### src/rtl/circle_pkg.sv
// Shared definitions for the circle point sequencer.
// Holds the base_sel encodings, the Q16.16 number format, the controller FSM
// state type and the point payload carried through the output buffer.
package circle_pkg;

    // base_sel encodings
    localparam logic [1:0] BASE_SEL_2    = 2'b00;
    localparam logic [1:0] BASE_SEL_3    = 2'b01;
    localparam logic [1:0] BASE_SEL_7    = 2'b10;
    localparam logic [1:0] BASE_SEL_RSVD = 2'b11;

    // Q16.16 two's complement coordinate format
    localparam int unsigned Q_WIDTH = 32;
    localparam int unsigned Q_FRAC  = 16;

    typedef enum logic [1:0] {
        ST_IDLE  = 2'd0,
        ST_ISSUE = 2'd1,
        ST_WAIT  = 2'd2,
        ST_PUSH  = 2'd3
    } state_e;

    typedef struct packed {
        logic [Q_WIDTH-1:0] x;
        logic [Q_WIDTH-1:0] y;
    } point_t;

endpackage

### src/rtl/circle_point_fifo.sv
// First-word-fall-through point buffer.
// Ports:
//   clk, rst          clock, asynchronous active-high reset
//   push_i, din_i     write strobe and entry (dropped if full)
//   pop_i             read strobe (ignored if empty)
//   dout_o, valid_o   head entry and its valid flag
//   level_o           number of stored entries
module circle_point_fifo #(
    parameter int unsigned DEPTH = 4,
    parameter int unsigned WIDTH = 96
) (
    input  logic                     clk,
    input  logic                     rst,
    input  logic                     push_i,
    input  logic [WIDTH-1:0]         din_i,
    input  logic                     pop_i,
    output logic [WIDTH-1:0]         dout_o,
    output logic                     valid_o,
    output logic [$clog2(DEPTH):0]   level_o
);

    localparam int unsigned PTR_W = $clog2(DEPTH);
    localparam int unsigned LVL_W = PTR_W + 1;

    logic [WIDTH-1:0] mem_q [DEPTH];
    logic [PTR_W-1:0] wr_ptr_q, wr_ptr_d;
    logic [PTR_W-1:0] rd_ptr_q, rd_ptr_d;
    logic [LVL_W-1:0] level_q, level_d;
    logic             valid_q, valid_d;
    logic             do_push_c, do_pop_c;

    // Next-state: pointers wrap naturally because DEPTH is a power of two
    always_comb begin
        do_push_c = push_i && (level_q != LVL_W'(DEPTH));
        do_pop_c  = pop_i && valid_q;
        wr_ptr_d  = wr_ptr_q;
        rd_ptr_d  = rd_ptr_q;
        level_d   = level_q;
        if (do_push_c) begin
            wr_ptr_d = wr_ptr_q + PTR_W'(1);
        end
        if (do_pop_c) begin
            rd_ptr_d = rd_ptr_q + PTR_W'(1);
        end
        case ({do_push_c, do_pop_c})
            2'b10:   level_d = level_q + LVL_W'(1);
            2'b01:   level_d = level_q - LVL_W'(1);
            default: level_d = level_q;
        endcase
        valid_d = (level_d != '0);
    end

    // State and storage
    always_ff @(posedge clk or posedge rst) begin
        if (rst) begin
            mem_q    <= '{default: '0};
            wr_ptr_q <= '0;
            rd_ptr_q <= '0;
            level_q  <= '0;
            valid_q  <= 1'b0;
        end else begin
            if (do_push_c) begin
                mem_q[wr_ptr_q] <= din_i;
            end
            wr_ptr_q <= wr_ptr_d;
            rd_ptr_q <= rd_ptr_d;
            level_q  <= level_d;
            valid_q  <= valid_d;
        end
    end

    assign dout_o  = mem_q[rd_ptr_q];
    assign valid_o = valid_q;
    assign level_o = level_q;

endmodule

### src/rtl/circle_seq_ctrl.sv
// Circle point sequencer: issues indices k = 1, 2, ... to a downstream circle
// core one request at a time and buffers the returned (x, y, k) points.
// Ports:
//   clk, rst                      clock, asynchronous active-high reset
//   enable, base_sel              run request and base select (11 reserved)
//   core_start/core_k/core_base_sel  request to the core
//   core_ready/core_done/core_x/core_y  core status and Q16.16 result
//   out_valid/out_ready/out_x/out_y/out_k  buffered point stream
//   fifo_level, busy              buffer occupancy, FSM not idle
//   seed_valid, seed_k            k_cnt preload (only with CIRCLE_SEQ_SEED_EN)
// Build option: define CIRCLE_SEQ_SEED_EN to add the seed ports.
module circle_seq_ctrl
    import circle_pkg::*;
#(
    parameter int unsigned FIFO_DEPTH = 4,
    parameter int unsigned K_WIDTH    = 32
) (
    input  logic                        clk,
    input  logic                        rst,
    input  logic                        enable,
    input  logic [1:0]                  base_sel,
    output logic                        core_start,
    output logic [K_WIDTH-1:0]          core_k,
    output logic [1:0]                  core_base_sel,
    input  logic                        core_ready,
    input  logic                        core_done,
    input  logic [Q_WIDTH-1:0]          core_x,
    input  logic [Q_WIDTH-1:0]          core_y,
    output logic                        out_valid,
    input  logic                        out_ready,
    output logic [Q_WIDTH-1:0]          out_x,
    output logic [Q_WIDTH-1:0]          out_y,
    output logic [K_WIDTH-1:0]          out_k,
    output logic [$clog2(FIFO_DEPTH):0] fifo_level,
`ifdef CIRCLE_SEQ_SEED_EN
    input  logic                        seed_valid,
    input  logic [K_WIDTH-1:0]          seed_k,
`endif
    output logic                        busy
);

    localparam int unsigned LVL_W = $clog2(FIFO_DEPTH) + 1;
    localparam int unsigned ENT_W = 2 * Q_WIDTH + K_WIDTH;

    state_e             state_q, state_d;
    logic [K_WIDTH-1:0] k_cnt_q, k_cnt_d;
    logic               core_start_q, core_start_d;
    logic [K_WIDTH-1:0] core_k_q, core_k_d;
    logic [1:0]         core_base_sel_q, core_base_sel_d;
    point_t             pt_q, pt_d;
    logic [K_WIDTH-1:0] pt_k_q, pt_k_d;
    logic               busy_q, busy_d;
    logic               push_c, pop_c, start_ok_c;
    logic [ENT_W-1:0]   fifo_dout;

    // Issue only when a free buffer slot is guaranteed for the result
    assign start_ok_c = enable && core_ready && (base_sel != BASE_SEL_RSVD)
                        && (fifo_level < LVL_W'(FIFO_DEPTH));

    // Next-state and request/result capture
    always_comb begin
        state_d         = state_q;
        k_cnt_d         = k_cnt_q;
        core_start_d    = 1'b0;
        core_k_d        = core_k_q;
        core_base_sel_d = core_base_sel_q;
        pt_d            = pt_q;
        pt_k_d          = pt_k_q;
        push_c          = 1'b0;
        case (state_q)
            ST_IDLE: begin
`ifdef CIRCLE_SEQ_SEED_EN
                // A seed load takes the cycle; issue resumes with the new k
                if (seed_valid) begin
                    k_cnt_d = (seed_k == '0) ? K_WIDTH'(1) : seed_k;
                end else
`endif
                if (start_ok_c) begin
                    state_d         = ST_ISSUE;
                    core_start_d    = 1'b1;
                    core_k_d        = k_cnt_q;
                    core_base_sel_d = base_sel;
                end
            end
            ST_ISSUE: begin
                state_d = ST_WAIT;
            end
            ST_WAIT: begin
                if (core_done) begin
                    pt_d.x  = core_x;
                    pt_d.y  = core_y;
                    pt_k_d  = k_cnt_q;
                    state_d = ST_PUSH;
                end
            end
            ST_PUSH: begin
                push_c  = 1'b1;
                // k = 0 is never issued: wrap from all-ones back to 1
                k_cnt_d = (k_cnt_q == {K_WIDTH{1'b1}}) ? K_WIDTH'(1)
                                                       : k_cnt_q + K_WIDTH'(1);
                state_d = ST_IDLE;
            end
            default: begin
                state_d = ST_IDLE;
            end
        endcase
        busy_d = (state_d != ST_IDLE);
    end

    // State register
    always_ff @(posedge clk or posedge rst) begin
        if (rst) begin
            state_q         <= ST_IDLE;
            k_cnt_q         <= K_WIDTH'(1);
            core_start_q    <= 1'b0;
            core_k_q        <= '0;
            core_base_sel_q <= '0;
            pt_q            <= '0;
            pt_k_q          <= '0;
            busy_q          <= 1'b0;
        end else begin
            state_q         <= state_d;
            k_cnt_q         <= k_cnt_d;
            core_start_q    <= core_start_d;
            core_k_q        <= core_k_d;
            core_base_sel_q <= core_base_sel_d;
            pt_q            <= pt_d;
            pt_k_q          <= pt_k_d;
            busy_q          <= busy_d;
        end
    end

    assign pop_c = out_valid && out_ready;

    circle_point_fifo #(
        .DEPTH (FIFO_DEPTH),
        .WIDTH (ENT_W)
    ) u_fifo (
        .clk     (clk),
        .rst     (rst),
        .push_i  (push_c),
        .din_i   ({pt_q.x, pt_q.y, pt_k_q}),
        .pop_i   (pop_c),
        .dout_o  (fifo_dout),
        .valid_o (out_valid),
        .level_o (fifo_level)
    );

    assign {out_x, out_y, out_k} = fifo_dout;
    assign core_start    = core_start_q;
    assign core_k        = core_k_q;
    assign core_base_sel = core_base_sel_q;
    assign busy          = busy_q;

endmodule

### config.mk
export PLATFORM = sky130hd
export DESIGN_NAME = circle_seq_ctrl
export DESIGN_NICKNAME = d
export VERILOG_FILES = /design/src/rtl/circle_pkg.sv /design/src/rtl/circle_point_fifo.sv /design/src/rtl/circle_seq_ctrl.sv
export SDC_FILE = /design/constraint.sdc
export NUM_CORES = 1
export LEC_CHECK = 0
export CAP_MARGIN = 25
export CORE_AREA = 10 10 219 221
export CTS_BUF_LIST = sky130_fd_sc_hd__clkbuf_2
export CTS_CLUSTER_SIZE = 14
export DETAILED_ROUTE_END_ITERATION = 12
export DIE_AREA = 0 0 229 231
export MAX_ROUTING_LAYER = met4
export PLACE_DENSITY = 0.76
export SLEW_MARGIN = 25
export SYNTH_ARGS = -nofsm -noshare
export SYNTH_HDL_FRONTEND = slang
export SYNTH_SLANG_ARGS = --single-unit
### constraint.sdc
create_clock -name clk -period 18.8 [get_ports clk]
set_input_delay 3.76 -clock clk [delete_from_list [all_inputs] [get_ports clk]]
set_output_delay 3.76 -clock clk [all_outputs]
set_load 0.01 [all_outputs]
Yosys cells after proc, flatten, opt, wreduce, memory -nomap -nowiden
Cells that the tools add are included.
{"block": "classes", "add_sub_neg": 5, "magnitude_cmp": 4, "n_eq_ne": 8, "muxes": 14, "bitwise": 2, "n_reduce_logical": 12}
{"operator": "$bwmux W384", "count": 1}
{"operator": "$mux W96", "count": 3}
{"operator": "$bmux W96 S2", "count": 1}
{"operator": "$demux W96 S2", "count": 1}
{"operator": "$add A32 B1 Y32 const B", "count": 1}
{"operator": "$eq A32 B32 Y1 const B", "count": 1}
{"operator": "$mux W32", "count": 1}
{"operator": "$pmux W2 S4", "count": 1}
{"operator": "$logic_and A1 B1 Y1", "count": 7}
{"operator": "$eq A2 B2 Y1 const B", "count": 3}
{"operator": "$ge A3 B3 Y1 const B", "count": 2}
{"operator": "$not A2 Y3", "count": 2}
{"operator": "$pmux W3 S2", "count": 1}
{"operator": "$add A2 B1 Y2 const B", "count": 2}
{"operator": "$eq A2 B1 Y1 const B", "count": 2}
{"operator": "$mux W2", "count": 2}
{"operator": "$reduce_and A2 Y1", "count": 2}
{"operator": "$add A3 B1 Y3 const B", "count": 1}
{"operator": "$lt A3 B1 Y1 const B", "count": 1}
{"operator": "$lt A3 B3 Y1 const B", "count": 1}
{"operator": "$mux W1", "count": 3}
{"operator": "$ne A3 B3 Y1 const B", "count": 1}
{"operator": "$reduce_bool A3 Y1", "count": 1}
{"operator": "$sub A3 B1 Y3 const B", "count": 1}
{"operator": "3 further kinds", "count": 3}
{"block": "word_totals", "register_bits": 558, "in_bits": 72, "out_inout_bits": 136, "wordCells": 62}

Longest topological paths before layout
Gate-level depths: netlist of run 1.
{"block": "logic_depth", "word_depth": 6, "mapped_depth": 12, "mapped_depth_nobuf": 11}

Cells and area by module
A second synthesis of run 1 with hierarchy kept.
{"block": "hier_totals", "cells_unflattened": 1440, "area_unflattened_um2": 23676.5}
{"mod": "circle_point_fifo", "instances": 1, "cells_per_inst": 967, "area_each_um2": 16991.3, "seq_area_each_um2": 9809.4}
{"mod": "circle_seq_ctrl", "instances": 1, "cells_per_inst": 473, "area_each_um2": 6685.2, "seq_area_each_um2": 4155.2}

Worst setup path after synthesis of run 1
Ideal clock, no wire load.
{"block": "synth_timing", "path_kind": "register to output", "startpoint": "register u_fifo.rd_ptr_q[0]", "endpoint": "output out_x[13]", "arrival_time_ns": 1.675, "required_ns": 15.040, "setup_slack_ns": 13.365, "stages_incl_launch_ff": 5, "path_buffers": 3, "cell_sequence": "dfrtp_1 -> clkbuf_1 -> buf_2 -> buf_2 -> mux4_2"}
{"block": "synth_via", "elab_chain_len": 4}
{"element": "start, declared", "line_no": "circle_point_fifo.sv:27", "source": "logic [PTR_W-1:0] rd_ptr_q, rd_ptr_d;"}
{"element": "start signal, assigned", "line_no": "circle_point_fifo.sv:66", "source": "rd_ptr_q <= rd_ptr_d;"}
{"element": "$not A2 Y3 (implied by the code)", "line_no": "circle_point_fifo.sv:72", "source": "assign dout_o = mem_q[rd_ptr_q];"}
{"element": "$bmux W96 S2", "line_no": "circle_point_fifo.sv:72"}
{"element": "$mux W96 (implied by the code) (2 in series)", "line_no": "circle_point_fifo.sv:72"}
{"element": "end, declared", "line_no": "circle_seq_ctrl.sv:31", "source": "output logic [Q_WIDTH-1:0] out_x,"}
Every way passes these cells. The select of a mux whose other input is x is not followed.

Worst setup path after layout of run 1
{"block": "layout_timing", "startpoint": "register u_fifo.rd_ptr_q[0]", "endpoint": "output out_x[11]"}
The elaborated chain is that of the path after synthesis.

==> impl_metrics.csv, run 1 <==
group,metric,value,unit
global_route,grt_pass1_wl,81800,um
timing,tns,0,ns
clock_tree,clockBufferDepth,3,
hold_path,hold_class,"reg -> reg",
timing,skew,0.0877,ns
synthesis,ys_seq_area_share,59.8,%
clock_tree,cts_tree,"done",
layout,layout_commonest_cell,"dfrtp_1",
pwr,leakagePower,12.8,nW
synthesis,synth_cells,1418,
clock_tree,cts.sinks,558,
layout,drive_gt1_share,47.6,%
setup_path,crit_path_top_delay_cell,"dfrtp_4",
place,dp_hpwl,31600,um
drt,ant_nets,0,
floorplanning,core-area,43700,um2
run,drv_cap,0,
clock_tree,post_cts_resized,0,
synthesis,yosysWarnings,0,
run_status,status,"completed",
synthesis,syn_nets,1501,
synthesis,synth_seq_cells,558,
synthesis,avgSynthCellArea,16.5,um2
drt,routed_wl,51000,um
timing,grt_setup_unrepaired,"false",
setup_path,max_stage_delay,0.86,ns
setup_path,end_kind,"output pin",
clock_tree,cts.clk_slew.worst_paths,0.10,ns
timing,fin_crit,7.77,ns
setup_path,path_max_fanout,37,
floorplanning,die_h,231,um
setup_path,cp.buffers_inverters,2,
clock_tree,clk_latency,1.30,ns
clock_tree,cts_buffers,143,
timing,max_freq,129,MHz
floorplanning,dieArea,52900,um2
floorplanning,io_pins,208,
layout,fin_util,62.5,%
clock_tree,htreeDepth,4,
global_route,grtUsageTotal,20.3,%
timing,setup_viol_count_final,0,
setup_path,crit_chain,"buf_4, mux4_2, clkdlybuf4s50_1",
drt,viasPerCell,5.55,
drt,drtPass1Iterations,4,
clock_tree,root_buffer,"clkbuf_2",
timing,finalHoldViolCount,0,
clock_tree,cts_setup_buffers,0,
drt,num_vias,13300,
floorplanning,fp.dieW,229,um
pwr,vdd_ir_drop_max,0.0665,mV
timing,slew_headroom,32.5,%
place,dpl-instance-area,26000,um2
floorplanning,initial_core_util,53.4,%
layout,fin_nets,1794,
global_route,overflow,0,
pwr,power_density,149,nW/um2
drt,route.detailed.drc,0,
timing,slew_violations,0,
layout,post-route-cell-area,27300,um2
clock_tree,postCtsHoldBufs,0,
layout,area_delta_synth_final,16.9,%
timing,fin_ws,11.03,ns
drt,drtIter0Drc,583,
global_route,antenna_found_initial,2,
setup_path,worstSetupPathType,"reg -> out",
setup_path,path_delay_family,"buffers and inverters",
setup_path,critPathRequiredTime,15.04,ns
timing,post-route-period-util,41.3,%
place,gp_congestion,0.780,
layout,final_cell_mix,"dfrtp_1 (555), mux2_2 (510), clkdlybuf4s50_1 (207)",
place,pre_cts_ws,12.19,ns
setup_path,arrival,4.01,ns
global_route,grt_max_degree,86,
synthesis,synth.cell_area,23400,um2
synthesis,synthDistinctLibCells,40,
global_route,grt_pass1_vias,14700,
setup_path,start_kind,"flip-flop",
floorplanning,rows,77,
place,port_buffers,207,
pwr,p_total,0.00407,W
drt,wl_per_cell,21.3,um
timing,tightest_slew,1.01,ns
==> path summary, 6_finish.rpt <==
path / start / endpoint / slack (ns) / cells past startpoint
max: u_fifo.rd_ptr_q[0]$_DFFE_PP0P_ / out_x[11] / 11.03 / 3
min: core_k[1]$_DFFE_PP0P_ / core_k[1]$_DFFE_PP0P_ / 0.50 / 2
max reg2reg: state_q[1]$_DFF_PP0_ / u_fifo.mem_q[309]$_DFFE_PP0P_ / 15.69 / 6
min reg2reg: core_k[1]$_DFFE_PP0P_ / core_k[1]$_DFFE_PP0P_ / 0.50 / 2
max in group asynchronous: rst / core_k[25]$_DFFE_PP0P_ / 13.92 / 4
min in group asynchronous: rst / pt_k_q[2]$_DFFE_PP0P_ / 2.84 / 2
==> final cells by class <==
type / instances / area, um2
fillers: 3339 / 16400
flip-flops and latches: 558 / 14000
multi-input cells: 769 / 9040
repair buffers: 225 / 2250
clock buffers: 201 / 1010
well taps: 592 / 741
clock inverters: 34 / 245
inverters: 14 / 56.3
diodes: 3 / 7.51
==> cells by family (layout without fill, tap and decap cells) <==
logic type | Yosys count | in the layout | synth area share (%)
compound gates | 21 | 21 | 0.595
fa+ha+maj | 11 | 11 | 0.621
mux | 608 | 608 | 33.9
other cells | 0 | 3 | 0
simple gates | 97 | 97 | 2.21
xor+xnor | 32 | 32 | 1.20
flops | 558 | 558 | 59.8
buf+inv | 91 | 474 | 1.67
==> per-stage QoR <==
stage,cells,hold WS [ns]
2_1_floorplan,1418,0.474
3_3_place_gp,2156,0.481
3_5_place_dp,2156,0.487
4_1_cts,2391,0.506
5_1_grt,2395,0.520
6_report,2396,0.501
==> report_power, final <==
part / internal, W / total (W) / switching [W] / leakage (nW)
registers: 0.00157 / 0.00186 / 0.000290 / 7.21
clock network: 0.000339 / 0.000812 / 0.000472 / 0.958
logic: 0.000861 / 0.00140 / 0.000542 / 4.63
==> Yosys cell counts <==
library cell	number	area share, %
or3_1	1	0.027
mux2i_1	2	0.086
clkbuf_1	15	0.24
nand4_1	8	0.21
fa_1	1	0.086
and2_1	3	0.080
xor2_1	17	0.64
mux2_2	510	25
o21ai_0	12	0.26
a21oi_1	1	0.021
dfstp_2	1	0.11
mux4_2	96	9.3
nand4_4	2	0.18
ha_1	10	0.54
nor2_1	21	0.34
and4_1	1	0.038
a21boi_0	1	0.032
inv_1	14	0.22
nand4b_1	1	0.038
and3_1	1	0.027
nor2_4	1	0.048
and2b_1	1	0.032
nor2_2	1	0.027
o211ai_1	4	0.13
nor4_4	1	0.091
or2_2	1	0.027
a31oi_4	1	0.091
buf_1	29	0.47
nor3_2	1	0.043
a211oi_1	1	0.032
nand2b_1	1	0.027
buf_2	32	0.69
buf_6	1	0.048
xnor2_1	15	0.56
nor3_1	5	0.11
nand2_1	29	0.47
o31ai_1	1	0.032
and3_2	1	0.032
dfrtp_1	557	60
nand3_1	17	0.36
==> flip-flops by register name, summed over array words and instances, names as in the netlist, 2 cells and up <==
name             flops
u_fifo.mem_q       384
u_fifo.level_o       3
u_fifo.rd_ptr_q      2
core_base_sel        2
k_cnt_q             32
pt_k_q              32
core_k              32
u_fifo.wr_ptr_q      2
pt_q                64
state_q              2
==> worst register-to-register path, delay by kind of cell, from the launching register on <==
family          cells  cell delay [ns]
buf+inv             2             1.04
flops               1             0.42
compound gates      1             0.10
simple gates        1             0.58
mux                 1             0.46
fa+ha+maj           1             0.32
==> per-layer routing <==
layer,track usage (%),routed length (um),vias up
li1,-,-,5872
met1,25.0,22600,7093
met2,31.9,25400,289
met3,5.27,2100,55
met4,7.88,966,0
met5,-,0,-
Note: power is estimated with default switching activity, not from simulation.
==> run 2, diff against run 1 <==
clock period = 7.05 ns   (was 18.8 ns; I/O delays follow)
==> impl_metrics.csv, run 2 (synthesis results as in run 1) <==
group,metric,value,unit
run_status,status,"completed",
layout,drive_gt1_share,48.0,%
setup_path,arrival,3.91,ns
layout,multi_input_area,9040,um2
setup_path,worstSetupPathType,"reg -> out",
layout,area_delta_synth_final,16.9,%
timing,hold_slack,0.506,ns
place,dpl.cell_count,2155,
global_route,grt_max_degree,173,
drt,wl_per_cell,21.0,um
clock_tree,postCtsHoldBufs,0,
global_route,overflow,0,
place,dp_hpwl,31200,um
clock_tree,cts.clk_slew.worst_paths,0.10,ns
drt,viasPerCell,5.52,
clock_tree,cts_tree,"done",
clock_tree,cts.sinks,558,
run,drv_cap,0,
pwr,pwr-share-comb,35.1,%
floorplanning,die_h,231,um
layout,regMostFlops,"u_fifo.mem_q",
timing,setup_viol_count_final,0,
place,pre_cts_ws,2.94,ns
timing,post-route-period-util,75.5,%
place,port_buffers,207,
pwr,p_int,0.00734,W
clock_tree,htreeDepth,4,
global_route,antenna_found_initial,3,
clock_tree,clockBufferDepth,3,
timing,finalHoldViolCount,0,
pwr,p_clk_share,19.4,%
pwr,power_density,396,nW/um2
floorplanning,initial_core_util,53.4,%
global_route,grt_pass1_wl,81100,um
layout,fin_nets,1795,
drt,ant_nets,0,
clock_tree,cts_setup_buffers,0,
clock_tree,clk_latency,1.26,ns
timing,fin_crit,5.32,ns
pwr,vdd_ir_drop_max,0.202,mV
drt,drtIter0Drc,650,
layout,reg_top3,"u_fifo.mem_q x384, pt_q x64",
layout,final_cell_mix,"dfrtp_1 (555), mux2_2 (510), clkbuf_2 (226)",
timing,fin_ws,1.73,ns
clock_tree,cts_buffers,147,
pwr,power_switching,0.00347,W
floorplanning,rows,77,
layout,fin_util,62.4,%
pwr,p_seq_share,45.5,%
layout,final_cell_count_no_fill,2407,
timing,slew_headroom,36.7,%
drt,routed_wl,50600,um
pwr,leakagePower,12.8,nW
setup_path,path_max_fanout,49,
timing,tightest_slew,0.950,ns
setup_path,critPathRequiredTime,5.64,ns
floorplanning,io_pins,208,
global_route,grtUsageTotal,20.1,%
layout,layout_commonest_cell,"dfrtp_1",
drt,num_vias,13300,
timing,max_freq,188,MHz
layout,regArea,14000,um2
floorplanning,core-area,43700,um2
place,gp_congestion,0.799,
timing,skew,0.0665,ns
clock_tree,post_cts_resized,0,
setup_path,end_kind,"output pin",
floorplanning,fp.dieW,229,um
timing,grt_setup_unrepaired,"false",
drt,route.detailed.drc,0,
floorplanning,dieArea,52900,um2
pwr,switching_share,32.1,%
layout,largest_register_ff_count,384,
layout,fill_cells,3351,
clock_tree,root_buffer,"clkbuf_2",
setup_path,start_kind,"flip-flop",
drt,drtPass1Iterations,4,
hold_path,hold_class,"reg -> reg",
timing,slew_violations,0,
global_route,grt_pass1_vias,14600,
==> run 2: cell types whose count changed in the layout (fill, tap and decap cells not counted), sizes merged <==
cell	previous run	this run
clkbuf	201	226
bufinv	4	0
clkinv	23	19
buf	18	15
clkinvlp	3	1
inv	18	16
diode	3	4
==> run 2: power by group through the flow <==
| stage | clock, W | combinational (W) | sequential, W |
|---|---|---|---|
| after floorplan | 0 | 0.00258 | 0.00467 |
| after detailed placement | 0 | 0.00386 | 0.00499 |
| after global placement | 0 | 0.00364 | 0.00504 |
| after global routing | 0.00236 | 0.00406 | 0.00506 |
| after CTS | 0.00219 | 0.00387 | 0.00492 |
| final | 0.00210 | 0.00379 | 0.00492 |
==> run 2: metal layers <==
layer,wire length (um),vias up,global-route usage [%]
met4,767,0,6.72
met3,2690,72,5.94
met2,25100,307,31.5
met5,0,-,-
met1,22100,7026,24.7
li1,-,5875,-
==> run 2: worst max-delay path, cell delays in order (launching register included) <==
cell             delay (ns)
dfrtp_4                0.78
buf_16                 0.31
buf_12                 0.40
mux4_2                 0.62
clkdlybuf4s50_1        0.51
==> run 2: per-stage QoR <==
step                      instance area (um2)  total power [W]  TNS [ns]
after floorplan                         23400          0.00724  -1088.90
after global placement                  26000          0.00867         0
after detailed placement                26100          0.00885         0
after CTS                               27300           0.0110         0
after global routing                    27300           0.0115         0
final                                   27300           0.0108         0
==> run 2: layout make-up <==
| class | instances | area share, % |
|---|---|---|
| repair buffers | 222 | 8.33 |
| multi-input cells | 769 | 33.1 |
| flip-flops and latches | 558 | 51.2 |
| clock buffers | 226 | 4.14 |
| inverters | 14 | 0.206 |
| diodes | 4 | 0.0367 |
| well taps | 592 | 2.71 |
| clock inverters | 22 | 0.307 |
==> run 2: final timing paths <==
path,start,to,slack [ns],cells after the start
max in group asynchronous,rst,u_fifo.mem_q[132]$_DFFE_PP0P_,5.05,3
min in group asynchronous,rst,core_k[0]$_DFFE_PP0P_,0.60,2
max reg2reg,state_q[1]$_DFF_PP0_,u_fifo.mem_q[250]$_DFFE_PP0P_,3.93,6
min,u_fifo.mem_q[116]$_DFFE_PP0P_,u_fifo.mem_q[116]$_DFFE_PP0P_,0.51,1
max,u_fifo.rd_ptr_q[0]$_DFFE_PP0P_,out_x[27],1.73,4
min reg2reg,u_fifo.mem_q[116]$_DFFE_PP0P_,u_fifo.mem_q[116]$_DFFE_PP0P_,0.51,1
